File: src/rtl/sub_rr_arbiter_if.sv
// sub_rr_arbiter_if: request/response handshake bundle for the shared subtractor.
interface sub_rr_arbiter_if #(
    parameter int NUM_REQ = 4,
    parameter int WIDTH   = 32,
    parameter int ID_W    = 2
);
    logic [NUM_REQ-1:0]       req_valid;
    logic [NUM_REQ-1:0]       req_ready;
    logic [NUM_REQ*WIDTH-1:0] req_a;
    logic [NUM_REQ*WIDTH-1:0] req_b;
    logic                     rsp_valid;
    logic                     rsp_ready;
    logic [ID_W-1:0]          rsp_id;
    logic [WIDTH-1:0]         rsp_diff;
    logic                     rsp_overflow;
    logic                     rsp_borrow;
    modport master (
        output req_valid, req_a, req_b, rsp_ready,
        input  req_ready, rsp_valid, rsp_id, rsp_diff, rsp_overflow, rsp_borrow
    );
    modport slave (
        input  req_valid, req_a, req_b, rsp_ready,
        output req_ready, rsp_valid, rsp_id, rsp_diff, rsp_overflow, rsp_borrow
    );
endinterface

File: src/rtl/sub_rr_arbiter.sv
// sub_rr_arbiter: round-robin shared subtractor with a registered, ID-tagged result slot.
module sub_rr_arbiter #(
    parameter int NUM_REQ = 4,
    parameter int WIDTH   = 32,
    parameter int ID_W    = 2,
    parameter int CNT_W   = 16
) (
    input  logic             clk,
    input  logic             rst,
    sub_rr_arbiter_if.slave  bus,
    output logic [CNT_W-1:0] op_count,
    output logic             busy
);
    logic [ID_W-1:0]  ptr;
    logic [ID_W-1:0]  gidx;
    logic [ID_W-1:0]  idx;
    logic             found;
    logic             slot_free;
    logic             accept;
    logic [WIDTH-1:0] a;
    logic [WIDTH-1:0] b;
    logic [WIDTH-1:0] diff;
    logic             borrow;
    logic             overflow;

    assign slot_free = !bus.rsp_valid || bus.rsp_ready;

    // first valid requester at or after ptr, wrapping
    always_comb begin
        found = 1'b0;
        gidx = '0;
        idx = '0;
        for (int k = 0; k < NUM_REQ; k++) begin
            idx = ID_W'((int'(ptr) + k) % NUM_REQ);
            if (!found && bus.req_valid[idx]) begin
                found = 1'b1;
                gidx = idx;
            end
        end
    end

    assign accept        = found && slot_free;
    assign bus.req_ready = accept ? NUM_REQ'(1) << gidx : '0;
    assign a             = bus.req_a[int'(gidx)*WIDTH +: WIDTH];
    assign b             = bus.req_b[int'(gidx)*WIDTH +: WIDTH];
    assign {borrow, diff} = {1'b0, a} - {1'b0, b};
    assign overflow      = (a[WIDTH-1] ^ b[WIDTH-1]) & (diff[WIDTH-1] ^ a[WIDTH-1]);
    assign busy          = bus.rsp_valid | (|bus.req_valid);

    always_ff @(posedge clk or posedge rst) begin
        if (rst) begin
            bus.rsp_valid <= 1'b0;
            bus.rsp_id <= '0;
            bus.rsp_diff <= '0;
            bus.rsp_overflow <= 1'b0;
            bus.rsp_borrow <= 1'b0;
            op_count <= '0;
            ptr <= '0;
        end else if (accept) begin
            bus.rsp_valid <= 1'b1;
            bus.rsp_id <= gidx;
            bus.rsp_diff <= diff;
            bus.rsp_overflow <= overflow;
            bus.rsp_borrow <= borrow;
            op_count <= op_count + 1'b1;
            ptr <= (gidx == ID_W'(NUM_REQ - 1)) ? '0 : gidx + 1'b1;
        end else if (bus.rsp_ready) begin
            bus.rsp_valid <= 1'b0;
        end
    end
endmodule

File: src/flat_wrapper.sv
// flat-port wrapper written by rule: the top's interface ports become plain ports
module sub_rr_arbiter_flat 
#(
    parameter int NUM_REQ = 4,
    parameter int WIDTH   = 32,
    parameter int ID_W    = 2,
    parameter int CNT_W   = 16
)
  (clk, rst, op_count, busy, bus_req_valid, bus_req_a, bus_req_b, bus_rsp_ready, bus_req_ready, bus_rsp_valid, bus_rsp_id, bus_rsp_diff, bus_rsp_overflow, bus_rsp_borrow);
  sub_rr_arbiter_if #(.NUM_REQ(NUM_REQ), .WIDTH(WIDTH), .ID_W(ID_W)) bus_i ();
  input  logic clk;
  input  logic rst;
  output logic [CNT_W-1:0] op_count;
  output logic busy;
  input wire logic [$bits(bus_i.req_valid)-1:0] bus_req_valid;
  input wire logic [$bits(bus_i.req_a)-1:0] bus_req_a;
  input wire logic [$bits(bus_i.req_b)-1:0] bus_req_b;
  input wire logic [$bits(bus_i.rsp_ready)-1:0] bus_rsp_ready;
  output wire logic [$bits(bus_i.req_ready)-1:0] bus_req_ready;
  output wire logic [$bits(bus_i.rsp_valid)-1:0] bus_rsp_valid;
  output wire logic [$bits(bus_i.rsp_id)-1:0] bus_rsp_id;
  output wire logic [$bits(bus_i.rsp_diff)-1:0] bus_rsp_diff;
  output wire logic [$bits(bus_i.rsp_overflow)-1:0] bus_rsp_overflow;
  output wire logic [$bits(bus_i.rsp_borrow)-1:0] bus_rsp_borrow;
  assign bus_i.req_valid = bus_req_valid;
  assign bus_i.req_a = bus_req_a;
  assign bus_i.req_b = bus_req_b;
  assign bus_i.rsp_ready = bus_rsp_ready;
  assign bus_req_ready = bus_i.req_ready;
  assign bus_rsp_valid = bus_i.rsp_valid;
  assign bus_rsp_id = bus_i.rsp_id;
  assign bus_rsp_diff = bus_i.rsp_diff;
  assign bus_rsp_overflow = bus_i.rsp_overflow;
  assign bus_rsp_borrow = bus_i.rsp_borrow;
  sub_rr_arbiter #(.NUM_REQ(NUM_REQ), .WIDTH(WIDTH), .ID_W(ID_W), .CNT_W(CNT_W)) u_core (.clk(clk), .rst(rst), .bus(bus_i), .op_count(op_count), .busy(busy));
endmodule
File: config.mk
export PLATFORM = sky130hd
export DESIGN_NAME = sub_rr_arbiter_flat
export DESIGN_NICKNAME = d
export VERILOG_FILES = /design/src/rtl/sub_rr_arbiter_if.sv /design/src/rtl/sub_rr_arbiter.sv /design/src/flat_wrapper.sv
export SDC_FILE = /design/constraint.sdc
export NUM_CORES = 1
export LEC_CHECK = 0
export CAP_MARGIN = 20
export CORE_MARGIN = 8
export CORE_UTILIZATION = 40
export CTS_CLUSTER_SIZE = 8
export DETAILED_ROUTE_END_ITERATION = 6
export GPL_TIMING_DRIVEN = 0
export PLACE_DENSITY = 0.9
export SLEW_MARGIN = 10
export SYNTH_ARGS = -nofsm -noshare
export SYNTH_HDL_FRONTEND = slang
export SYNTH_SLANG_ARGS = --single-unit
File: constraint.sdc
create_clock -name clk -period 5.5 [get_ports clk]
set_input_delay 1.1 -clock clk [delete_from_list [all_inputs] [get_ports clk]]
set_output_delay 1.1 -clock clk [all_outputs]
set_load 0.1 [all_outputs]
Word-level counts from Yosys, hierarchy flattened
Cells that the tools add are included.
- $add $sub $neg: 6
- order comparisons: 4
- equality and inequality tests: 1
- shift-type cells: 3
- muxes and demuxes: 20
- bitwise operators: 4
- reductions and logical operators: 11
- operators with widths (operator ; count):
    128-bit by 8-bit indexed part select with 32-bit output ; 2
    32-bit by 32-bit subtractor with 33-bit output ; 1
    16-bit by 1-bit adder with 16-bit output (second input constant) ; 1
    2-bit by 3-bit < comparator with 1-bit output (second input constant) ; 4
    1-bit two-way mux ; 10
    2-bit two-way mux ; 5
    1-bit binary-select mux with 2-bit select ; 4
    2-bit by 1-bit adder with 2-bit output (second input constant) ; 2
    2-bit adder (second input constant) ; 2
    1-bit logical AND ; 4
    1-bit zero test ; 4
    4-bit two-way mux ; 1
    4-bit OR reduction ; 1
    1-bit by 2-bit << shifter with 4-bit output (first input constant) ; 1
    2-bit == test (second input constant) ; 1
    2-bit nonzero test ; 1
    1-bit XOR ; 2
    1-bit bitwise AND ; 1
    1-bit logical OR ; 1
    1-bit bitwise OR ; 1
- bits in registers: 55
- input bits: 263
- output and inout port bits: 58
- logic and storage cells: 56

Longest topological paths before layout
Gate-level depths: netlist of run 1.
- depth in word-level cells: 16
- depth in mapped cells: 20
- depth with buffers taken out: 18

Worst setup path after synthesis of run 1
No wires, ideal clock.
- kind: input port to flip-flop
- from: in bus_req_valid[2]
- to: reg u_core.bus.rsp_diff[28]
- setup time: 0.137 ns
- arrival: 4.591 ns
- required time: 5.363 ns
- path slack: 0.772 ns
- stages on the path: 18
- path buffers: 2
- cell sequence: mux2i_1 nor2_1 nor3_1 clkbuf_1 clkbuf_1 nand3_1 o21ai_0 ha_1 inv_1 fa_1 a21o_1 a221oi_1 or4b_4 a31o_4 a31oi_4 a21oi_1 xor2_1 o21ai_0
- word-level cells in the longest chain between the ends: 14
- elaborated cells on any way between the ends: 26
- those cells by class: 1 x add/sub; 2 x shift; 16 x mux; 7 x reduce/logical
- RTL lines (item ; line ; source):
    start, declared ; flat_wrapper.sv:15 ; input wire logic [$bits(bus_i.req_valid)-1:0] bus_req_valid;
    1-bit binary-select mux with 2-bit select ; sub_rr_arbiter.sv:35 ; if (!found && bus.req_valid[idx]) begin
    1-bit two-way mux (not written as such) ; sub_rr_arbiter.sv:35 ;
    1-bit two-way mux ; sub_rr_arbiter.sv:35 ;
    1-bit zero test ; sub_rr_arbiter.sv:35 ;
    1-bit logical AND ; sub_rr_arbiter.sv:35 ;
    1-bit two-way mux ; sub_rr_arbiter.sv:35 ;
    1-bit zero test ; sub_rr_arbiter.sv:35 ;
    1-bit logical AND ; sub_rr_arbiter.sv:35 ;
    1-bit two-way mux ; sub_rr_arbiter.sv:35 ;
    1-bit zero test ; sub_rr_arbiter.sv:35 ;
    1-bit logical AND ; sub_rr_arbiter.sv:35 ;
    2-bit two-way mux ; sub_rr_arbiter.sv:35 ;
    128-bit by 8-bit indexed part select with 32-bit output (on tied branches) ; sub_rr_arbiter.sv:44, sub_rr_arbiter.sv:45 ;
    32-bit by 32-bit subtractor with 33-bit output ; sub_rr_arbiter.sv:46 ; assign {borrow, diff} = {1'b0, a} - {1'b0, b};
    end signal, assigned ; sub_rr_arbiter.sv:62 ; bus.rsp_diff <= diff;
    end, declared ; sub_rr_arbiter_if.sv:23 ; output req_ready, rsp_valid, rsp_id, rsp_diff, rsp_overflow, rsp_borrow
Parallel ways exist; a longest one is shown, timed or not. The select of a mux whose other input is x is not followed.
A chain may end at the register's enable or synchronous reset.

Worst setup path after layout of run 1
- from: in bus_req_valid[0]
- to: out bus_req_ready[0]
- word-level cells in the longest chain between the ends: 14
- elaborated cells on any way between the ends: 25
- those cells by class: 1 x shift; 17 x mux; 7 x reduce/logical
- RTL lines (item ; line ; source):
    1-bit binary-select mux with 2-bit select ; sub_rr_arbiter.sv:35 ;
    1-bit two-way mux (not written as such) ; sub_rr_arbiter.sv:35 ;
    1-bit two-way mux ; sub_rr_arbiter.sv:35 ;
    1-bit zero test ; sub_rr_arbiter.sv:35 ;
    1-bit logical AND ; sub_rr_arbiter.sv:35 ;
    1-bit two-way mux ; sub_rr_arbiter.sv:35 ;
    1-bit zero test ; sub_rr_arbiter.sv:35 ;
    1-bit logical AND ; sub_rr_arbiter.sv:35 ;
    1-bit two-way mux ; sub_rr_arbiter.sv:35 ;
    1-bit zero test ; sub_rr_arbiter.sv:35 ;
    1-bit logical AND ; sub_rr_arbiter.sv:35 ;
    2-bit two-way mux or 1-bit two-way mux (tied branches) ; sub_rr_arbiter.sv:35 ;
    1-bit by 2-bit << shifter with 4-bit output or 1-bit logical AND (tied branches) ; sub_rr_arbiter.sv:43, sub_rr_arbiter.sv:42 ;
    4-bit two-way mux * ; sub_rr_arbiter.sv:43 ; assign bus.req_ready = accept ? NUM_REQ'(1) << gidx : '0;
    end, declared ; flat_wrapper.sv:19 ; output wire logic [$bits(bus_i.req_ready)-1:0] bus_req_ready;
Every way passes the cells marked *; elsewhere a longest branch is shown, timed or not. The select of a mux whose other input is x is not followed.

==> results.ini, run 1 <==
[placed_design]
dp_cells = 1415
globalplace.congestion = 0.939
dpl_worst_slack_ps = -897
port_buffers = 320
dp_hpwl_um = 22200
placed_area_um2 = 9330

[yosys]
yosysTopAreaCell = dfrtp_1
synth_top_family_by_area = simple AND/OR/NAND/NOR gates
postSynthCellCount = 910
synth.area.top_cells = dfrtp_1 23%, nand2_1 23%, ha_1 7.9%
synthArstFlopShare_pct = 100
synth-xor-area-share_pct = 5.82
netlist-cell-type-count = 49
synth_compound_area_share_pct = 20.2
yosysWarningCount = 0
synth.area.mux_share_pct = 0.341
synthAdderAreaFrac_pct = 8.23
synth.net_count = 1211
synth_edf_count = 0
synth-simple-area-share_pct = 37.3
synth_area_um2 = 5870
synth-main-ff-cell = dfrtp_1
synth_common_cells = 353 x nand2_1, 75 x o21ai_0, 55 x dfrtp_1
synth.most_common_cell = nand2_1
yosysSeqAreaShare_pct = 23.4
syn_area_per_cell_um2 = 6.45
ys_ff_latch = 55
synth_top_area_share_pct = 23.4

[sta]
fmax_mhz = 188
worstMarginPinSlew_ps = 1060
finalHoldViolCount = 0
min_period_over_period_pct = 96.6
finalSetupViolCount = 0
finClkSkew_ps = 4.53
min_period_ps = 5310
worst_slack_ps = 186
rsz0062_at_grt = false
maxSlewViolCount = 0
slew-limit-headroom_pct = 29.2

[worst_setup_path]
required_ps = 4400
crit_path_end_kind = primary output
arrival_ps = 4210
path_class = in2out
ff2ff_path_depth = 18
reg2reg_slack_ps = 1090
crit_end = bus_req_ready[0]
cp_max_fo = 11
r2r-start = u_core.ptr[1]
startpoint = bus_req_valid[0]
start_kind = primary input
rr_endpoint = u_core.bus.rsp_diff[24]

[global_route]
grt_first_pass_wirelength_um = 41100
grt_antenna_before_repair = 0
overflow = 0
track_usage_pct = 27.8
first_global_vias = 7763
grt_start_max_net_pins = 40

[cells_and_area]
nNetsFinal = 1540
multi_input_area_um2 = 4260
final_cells = 1424
final_util_pct = 66.2
seq_area_um2 = 1380
antennaDiodeCount = 0
syn2layout_area_growth_pct = 62.8
fill_cells = 1272
design_area_um2 = 9550
drive_gt1_share_pct = 3.95

[clock_network]
numCtsBuffers = 5
clk_latency_ps = 300
clock_sinks = 55
path_clk_slew_ps = 70
cts_tree = yes
cts_max_level = 2
max-clock-path-buffers = 2
root_buffer = clkbuf_16

[detailed_routing]
wl_per_cell_um = 18.9
wl_um = 27000
drt-vias-per-instance = 5.47
ant_nets = 0
drt_first_iter_violations = 535
drt_first_pass_iters = 5
num_vias = 7792
drc = 0

[job]
max_cap_viol_count = 0

[die]
die_w_um = 137
initial_core_util_pct = 40.7
rows = 44
coreArea_um2 = 14400
dieArea_um2 = 18800
ios = 321
die-height_um = 137

[pwr]
p_int_uw = 2210
max-vdd-ir-drop_mv = 0.238
power.density_nw_per_um2 = 578
leakagePower_uw = 0.00432
switching_share_pct = 59.9
p_sw_uw = 3310
clkPwrFrac_pct = 6.1
seqPwrFrac_pct = 12.3
p_total_uw = 5530
comb_power_share_pct = 81.6

[outcome]
status = finished, final reports clean

[hold_path]
holdCritPathClass = reg2reg

layout by cell type (no fill, tap or decap), drive strengths merged, types with 4 or more instances in the layout:
cell,instances
a21o,12
a21oi,38
a31oi,41
and2,6
and3,44
buf,11
clkbuf,51
clkdlybuf4s50,316
dfrtp,55
ha,37
inv,18
nand2,353
nand2b,7
nand3,46
nand4,10
nor2,22
nor3,7
o211ai,4
o21ai,75
o21bai,4
o31ai,5
xnor2,21
xor2,18
power by group through the flow:
| stage | Combinational (µW) | Clock [µW] | Sequential [µW] |
|---|---|---|---|
| 2_1_floorplan | 2110 | 0 | 1770 |
| 3_3_place_gp | 4330 | 0 | 676 |
| 3_5_place_dp | 4420 | 0 | 684 |
| 4_1_cts | 4440 | 338 | 676 |
| 5_1_grt | 4850 | 353 | 698 |
| 6_report | 4510 | 337 | 678 |
per-stage QoR:
step / hold WS, ps / setup TNS, ps
5_1_grt: 502 / 0
4_1_cts: 486 / 0
3_5_place_dp: 469 / -15790
3_3_place_gp: 462 / -21170
6_report: 482 / 0
2_1_floorplan: 541 / 0
flip-flops by register name, summed over array words and instances (netlist names):
signal	cells
u_core.bus.rsp_borrow	1
u_core.bus.rsp_diff	32
u_core.bus.rsp_id	2
u_core.bus.rsp_overflow	1
u_core.bus.rsp_valid	1
u_core.op_count	16
u_core.ptr	2
cell type report:
cell class / count / share of cell area [%]
inverters: 16 / 0.629
multi-input cells: 784 / 44.5
clock buffers: 5 / 1.31
repair buffers: 323 / 33.9
well taps: 184 / 2.41
clock inverters: 3 / 0.288
plain buffers: 54 / 2.53
flip-flops and latches: 55 / 14.4
layer usage:
layer / share of wire [%] / track usage, % / up-vias
met5: 0 / 0 / -
met3: 10 / 6.72 / 38
met2: 48 / 48.5 / 392
met1: 39 / 32.5 / 3586
li1: - / - / 3776
met4: 2.6 / 9.60 / 0
cell families (layout without fill, tap and decap cells):
kind of cell    after synthesis  count (layout)
buf+inv                      71             401
simple gates                508             508
compound gates              197             197
flops                        55              55
xor+xnor                     39              39
mux                           2               2
fa+ha+maj                    38              38
worst max-delay path, cell delays in order:
cell             delay, ps
clkdlybuf4s50_1        550
a21oi_1                 90
o21a_1                 180
o22ai_2                260
buf_4                  260
clkbuf_1               510
ha_1                   270
and2_1                 130
dlygate4sd2_1          860
how the worst min path moves through the flow:
stage                            startpoint                      end  depth (start not counted)
floorplan                     u_core.ptr[1]            u_core.ptr[1]                          2
global placement     u_core.bus.rsp_diff[1]   u_core.bus.rsp_diff[1]                          2
detailed placement   u_core.bus.rsp_diff[9]   u_core.bus.rsp_diff[9]                          2
CTS                  u_core.bus.rsp_diff[3]   u_core.bus.rsp_diff[3]                          2
global route        u_core.bus.rsp_diff[16]  u_core.bus.rsp_diff[16]                          2
finish               u_core.bus.rsp_diff[9]   u_core.bus.rsp_diff[9]                          2
what timing repair did:
action | 4_1_cts | 5_1_grt
hold endpoints to repair | 0 | 0
setup buffers | 0 | 2
endpoints found under the setup margin | 23 | 16
gates resized for setup | 21 | 31
hold buffers | 0 | 0
pin swaps | 0 | 1
No activity file was read; power rests on OpenSTA's default activity.
==> run 2, diff against run 1 <==
--- a/config.mk
+++ b/config.mk
@@ -6,8 +6,10 @@
 export NUM_CORES = 1
 export LEC_CHECK = 0
 export CAP_MARGIN = 20
+export CELL_PAD_IN_SITES_DETAIL_PLACEMENT = 1
+export CELL_PAD_IN_SITES_GLOBAL_PLACEMENT = 1
 export CORE_MARGIN = 8
-export CORE_UTILIZATION = 40
+export CORE_UTILIZATION = 26
 export CTS_CLUSTER_SIZE = 8
 export DETAILED_ROUTE_END_ITERATION = 6
 export GPL_TIMING_DRIVEN = 0
==> results.ini, run 2 (synthesis results as in run 1) <==
[outcome]
status = finished, final reports clean

[cells_and_area]
final_common_cell = nand2_1
syn2layout_area_growth_pct = 65.8
mostFrequentLayoutCells = 353 x nand2_1, 316 x clkdlybuf4s50_1, 75 x o21ai_0, 55 x dfrtp_1, 46 x nand3_1
antennaDiodeCount = 0  ; unchanged
drive_gt1_share_pct = 4.75  ; +0.80 points
fill_cells = 2868  ; +130%
largest_register_ffs = 32  ; unchanged
top_register = u_core.bus.rsp_diff
top_regs = u_core.bus.rsp_diff: 32 flops, u_core.op_count: 16 flops
nNetsFinal = 1542  ; +0.13%
final_util_pct = 43.4  ; -23 points

[global_route]
overflow = 0  ; unchanged
first_global_vias = 8685  ; +12%
grt_first_pass_wirelength_um = 49900  ; +22%
grt_antenna_before_repair = 0  ; unchanged
grt_start_max_net_pins = 38  ; -5.0%
track_usage_pct = 22.9  ; -4.9 points

[pwr]
power.density_nw_per_um2 = 587  ; +1.5%
p_int_uw = 2240  ; +1.2%
p_sw_uw = 3470  ; +4.8%
seqPwrFrac_pct = 12.0  ; -0.3 points
p_total_uw = 5710  ; +3.4%
leakagePower_uw = 0.00435  ; +0.62%
max-vdd-ir-drop_mv = 0.165  ; -31%
comb_power_share_pct = 82.1  ; +0.5 points
switching_share_pct = 60.7  ; +0.82 points
clkPwrFrac_pct = 5.9  ; -0.2 points

[sta]
maxSlewViolCount = 0  ; unchanged
worst_slack_ps = 214  ; +27.4 ps
finalHoldViolCount = 0  ; unchanged
rsz0062_at_grt = false
finalSetupViolCount = 0  ; unchanged
slew-limit-headroom_pct = 29.4  ; +0.21 points
min_period_ps = 5290  ; -27.4 ps
min_period_over_period_pct = 96.1  ; -0.50 points
fmax_mhz = 189  ; +0.52%
worstMarginPinSlew_ps = 1060  ; -3.12 ps
finClkSkew_ps = 10.5  ; +5.96 ps
setup_tns_ps = 0  ; unchanged

[detailed_routing]
drt-vias-per-instance = 5.16  ; -5.6%
wl_per_cell_um = 21.3  ; +13%
drc = 0  ; unchanged
num_vias = 7884  ; +1.2%
drt_first_pass_iters = 4  ; -1
wl_um = 32600  ; +21%
drt_first_iter_violations = 386  ; -28%
ant_nets = 0  ; unchanged

[placed_design]
dpl_worst_slack_ps = -1240  ; -342 ps
globalplace.congestion = 0.883  ; -6.0%
dp_hpwl_um = 26800  ; +20%
port_buffers = 320  ; unchanged

[clock_network]
root_buffer = clkbuf_16
numCtsBuffers = 5  ; unchanged
max-clock-path-buffers = 2  ; unchanged
cts_max_level = 2  ; unchanged
clk_latency_ps = 310  ; about the same
cts_tree = yes
holdBufCountCts = 0  ; unchanged
path_clk_slew_ps = 70  ; about the same
clock_sinks = 55  ; unchanged

[hold_path]
holdCritPathClass = reg2reg

[worst_setup_path]
path_class = in2reg
cp_max_fo = 10  ; -1
required_ps = 5650  ; +1250 ps
arrival_ps = 5430  ; +1220 ps
worstPathCellList = clkdlybuf4s50_1 -> a21oi_1 -> o21a_1 -> o22ai_2 -> buf_4 -> buf_4 -> nand2_1 -> nand2_1 -> o21ai_0 -> ha_1 -> inv_1 -> fa_1 -> a21o_1 -> a221oi_4 -> or4b_4 -> a31o_4 -> a31oi_4 -> a31oi_1 -> o211ai_1 -> a31oi_1
worst_path_max_delay_cell = or4b_4
crit_path_end_kind = flop
start_kind = primary input
slowest_delay_ps = 570  ; -290 ps

[die]
coreArea_um2 = 22400  ; +56%
rows = 55  ; +25%
ios = 321  ; unchanged
die_w_um = 166  ; +21%
initial_core_util_pct = 26.2  ; -15 points
dieArea_um2 = 27600  ; +47%
die-height_um = 166  ; +21%

[job]
max_cap_viol_count = 0  ; unchanged

run 2: cell type report:
type,instances,area [µm²],share of cell area [%]
flip-flops and latches,55,1380,14.1
clock buffers,5,125,1.29
inverters,16,60.1,0.617
repair buffers,325,3250,33.4
plain buffers,54,259,2.66
clock inverters,3,25.0,0.257
multi-input cells,784,4280,43.9
well taps,285,357,3.66
run 2: repair_timing:
item,in CTS,in global routing
endpoints found under the setup margin,26,14
pin swaps,1,1
gates resized for setup,32,40
setup buffers,3,1
run 2: worst max-delay path: cells and delay by family:
kind / cells / cell delay, ps
buffers and inverters: 4 / 1150
adder cells (fa/ha/maj): 2 / 470
AND/OR/NAND/NOR: 3 / 760
AO/OA/AOI/OAI: 11 / 1940
run 2: power by group through the flow:
stage	Combinational, µW	Clock, µW	Sequential, µW
after floorplan	2110	0	1770
after global placement	4490	0	677
after detailed placement	4600	0	691
after CTS	4660	346	684
after global routing	5050	358	704
final	4690	338	683
run 2: per-layer routing:
layer	share of wire [%]	wire length, µm	global-route usage (%)
met1	43	14200	27.5
met2	46	15100	39.4
met3	7.1	2300	5.94
met4	3.0	984	7.40
met5	0	0	0
run 2: worst paths after layout:
path	from	endpoint	slack, ps	cells after the start
min in group asynchronous	rst	u_core.bus.rsp_diff[2]	1140	2
worst min-delay path	u_core.bus.rsp_diff[20]	u_core.bus.rsp_diff[20]	490	2
max in group asynchronous	rst	u_core.bus.rsp_diff[18]	3800	3
worst max register to register	u_core.ptr[1]	u_core.bus.rsp_diff[26]	1020	17
worst min register to register	u_core.bus.rsp_diff[20]	u_core.bus.rsp_diff[20]	490	2
worst max-delay path	bus_req_valid[0]	u_core.bus.rsp_diff[26]	210	20
run 2: per-stage QoR:
stage               cells  area, µm²  hold WS (ps)
floorplan             910       5870           541
global placement     1515       9430           462
detailed placement   1516       9450           473
CTS                  1526       9680           490
global route         1527       9730           506
finish               1527       9730           486
==> run 3, diff against run 2 <==
--- a/config.mk
+++ b/config.mk
@@ -5,11 +5,12 @@
 export SDC_FILE = /design/constraint.sdc
 export NUM_CORES = 1
 export LEC_CHECK = 0
+export ABC_AREA = 1
 export CAP_MARGIN = 20
 export CELL_PAD_IN_SITES_DETAIL_PLACEMENT = 1
 export CELL_PAD_IN_SITES_GLOBAL_PLACEMENT = 1
 export CORE_MARGIN = 8
-export CORE_UTILIZATION = 26
+export CORE_UTILIZATION = 27
 export CTS_CLUSTER_SIZE = 8
 export DETAILED_ROUTE_END_ITERATION = 6
 export GPL_TIMING_DRIVEN = 0
==> results.ini, run 3 <==
[outcome]
status = finished, final reports clean

[yosys]
synth-main-ff-cell = dfrtp_1
synth.most_common_cell = nand2_1
synthArstFlopShare_pct = 100  ; unchanged
yosysSeqAreaShare_pct = 21.9  ; -1.6 points
yosysWarningCount = 0  ; unchanged
synth.area.top_cells = dfrtp_1 22%, nand2_1 16%, nor2_1 7.7%
netlist-cell-type-count = 38  ; -22%
synth_common_cells = 275 x nand2_1, 129 x nor2_1, 80 x o21ai_0
synth.net_count = 1300  ; +7.3%
synth_top_area_share_pct = 21.9  ; -1.6 points
synth_edf_count = 0  ; unchanged
yosysTopAreaCell = dfrtp_1
ys_ff_latch = 55  ; unchanged
synth_area_um2 = 6290  ; +7.2%
syn_area_per_cell_um2 = 6.30  ; -2.3%
postSynthCellCount = 999  ; +9.8%

[sta]
worstMarginPinSlew_ps = 1080  ; +20.2 ps
finClkSkew_ps = 8.29  ; -2.20 ps
min_period_over_period_pct = 96.4  ; +0.24 points
finalHoldViolCount = 0  ; unchanged
min_period_ps = 5300  ; +13.0 ps
fmax_mhz = 189  ; -0.24%
finalSetupViolCount = 0  ; unchanged
slew-limit-headroom_pct = 28.0  ; -1.4 points
rsz0062_at_grt = false
maxSlewViolCount = 0  ; unchanged

[clock_network]
path_clk_slew_ps = 70  ; about the same
clock_sinks = 55  ; unchanged
cts_max_level = 2  ; unchanged
root_buffer = clkbuf_16
cts_tree = yes
clk_latency_ps = 300  ; about the same
numCtsBuffers = 5  ; unchanged
max-clock-path-buffers = 2  ; unchanged

[worst_setup_path]
worst_path_max_delay_cell = dlygate4sd2_1
reg2reg_slack_ps = 1190  ; +170 ps
crit_path_end_kind = primary output
start_kind = primary input
r2r-start = u_core.ptr[0]
cp_max_fo = 11  ; +1
path_class = in2out
required_ps = 4400  ; -1250 ps
slowest_delay_ps = 870  ; +300 ps
arrival_ps = 4200  ; -1230 ps
ff2ff_path_depth = 27  ; +10
worstPathCellList = clkdlybuf4s50_1 -> inv_1 -> nand2_1 -> nand3_1 -> nand2_1 -> nor2_2 -> nand4_1 -> nand2_4 -> buf_6 -> buf_2 -> ha_1 -> inv_1 -> nor2_1 -> dlygate4sd2_1
rr_endpoint = u_core.bus.rsp_diff[26]

[global_route]
first_global_vias = 9168  ; +5.6%
track_usage_pct = 24.2  ; +1.3 points
grt_first_pass_wirelength_um = 53500  ; +7.2%
grt_start_max_net_pins = 34  ; -11%
grt_antenna_before_repair = 1  ; +1
overflow = 0  ; unchanged

[cells_and_area]
design_area_um2 = 10100  ; +3.5%
final_common_cell = clkdlybuf4s50_1
top_regs = u_core.bus.rsp_diff: 32 flops, u_core.op_count: 16 flops
nNetsFinal = 1628  ; +5.6%
mostFrequentLayoutCells = 316 x clkdlybuf4s50_1, 275 x nand2_1, 129 x nor2_1, 79 x o21ai_0, 77 x a21oi_1
top_register = u_core.bus.rsp_diff
drive_gt1_share_pct = 5.57  ; +0.82 points
largest_register_ffs = 32  ; unchanged
fill_cells = 3019  ; +5.3%
syn2layout_area_growth_pct = 60.0

[hold_path]
min_path_cells = 2  ; unchanged
min_from = u_core.bus.rsp_diff[22]
hold_end = u_core.bus.rsp_diff[22]
holdCritPathClass = reg2reg

[placed_design]
port_buffers = 320  ; unchanged
dp_hpwl_um = 30200  ; +13%
placed_area_um2 = 9920  ; +4.9%
globalplace.congestion = 0.921  ; +4.4%

[die]
initial_core_util_pct = 27.1  ; +0.97 points
dieArea_um2 = 28500  ; +2.9%
coreArea_um2 = 23200  ; +3.4%
die_w_um = 169  ; +1.5%
ios = 321  ; unchanged
die-height_um = 169  ; +1.5%
rows = 56  ; +1.8%

[detailed_routing]
drt_first_iter_violations = 463  ; +20%
dr_wl_met2_um = 16800  ; +11%
drc = 0  ; unchanged
ant_nets = 0  ; unchanged
drt-vias-per-instance = 5.12  ; -0.84%
drt_first_pass_iters = 4  ; unchanged
wl_met1_um = 14800  ; +4.2%
wl_per_cell_um = 21.4  ; +0.23%
wl_um = 35200  ; +8.2%
routed.top_layer = met4
wl_met3_um = 2210  ; -4.1%
num_vias = 8437  ; +7.0%

[job]
max_cap_viol_count = 0  ; unchanged

## run 3: changes by cell type after synthesis, sizes merged, moves of 27 or more
cell | before | now
a21oi | 38 | 77
a31oi | 41 | 9
and3 | 44 | 0
buf | 10 | 46
clkbuf | 45 | 5
inv | 16 | 74
nand2 | 353 | 279
nor2 | 22 | 130
o21ai | 75 | 113
o22a | 0 | 27
## run 3: layer usage
layer / track usage, % / up-vias
li1: - / 4034
met1: 29.0 / 4031
met2: 41.4 / 296
met3: 5.26 / 76
met4: 9.63 / 0
met5: 0 / -
## run 3: metrics by stage
step	setup TNS [ps]	hold WS [ps]	util (%)	cells	setup WS, ps
final	0	488	43.4	1648	201
after global routing	0	526	43.4	1648	14.4
after CTS	0	493	43.4	1647	36.8
after detailed placement	-223	470	42.8	1639	-113
after global placement	-54.4	460	42.7	1638	-39.2
after floorplan	0	608	-	999	857
## run 3: timing repair
item                       in CTS  in global routing
setup endpoints to repair       2                  5
gates resized for setup         2                  4
hold buffers                    0                  0
buffers inserted                0                  0
## run 3: cell type report
type	instances	area [µm²]	area share, %
plain buffers	51	327	3.24
well taps	319	399	3.96
repair buffers	321	3230	32.1
flip-flops and latches	55	1380	13.7
clock buffers	6	129	1.28
inverters	74	280	2.78
diodes	1	2.50	0.0249
multi-input cells	819	4310	42.8
clock inverters	2	16.3	0.162
## run 3: logic make-up (layout without fill, tap and decap cells)
logic type	Yosys count	after routing	synth area share, %
AOI/OAI and AO/OA	271	271	25.6
xor gates and xnor gates	27	27	3.76
adders and majority gates	38	38	7.67
buffers and inverters	125	454	9.64
DFF	55	55	21.9
other	0	1	0
and+or+nand+nor	483	483	31.5
## run 3: critical path: cells and delay by family
family,cells,cell delay [ps]
buffers and inverters,6,1970
and+or+nand+nor,7,900
adders and majority gates,1,220
## run 3: worst max-delay path by stage
| stage | startpoint | end | slack (ps) | cells past startpoint |
|---|---|---|---|---|
| floorplan | bus_req_valid[3] | bus_req_ready[0] | 860 | 12 |
| global placement | bus_req_valid[1] | bus_req_ready[0] | -40 | 14 |
| detailed placement | bus_req_valid[1] | bus_req_ready[0] | -110 | 14 |
| CTS | bus_req_valid[1] | bus_req_ready[2] | 40 | 15 |
| global route | bus_req_valid[1] | bus_req_ready[0] | 10 | 14 |
| finish | bus_req_valid[1] | bus_req_ready[1] | 200 | 14 |
Power of run 3 is left out: the tool's default activity adds up to more than one toggle a clock period on the data nets, which glitch-free logic cannot reach.
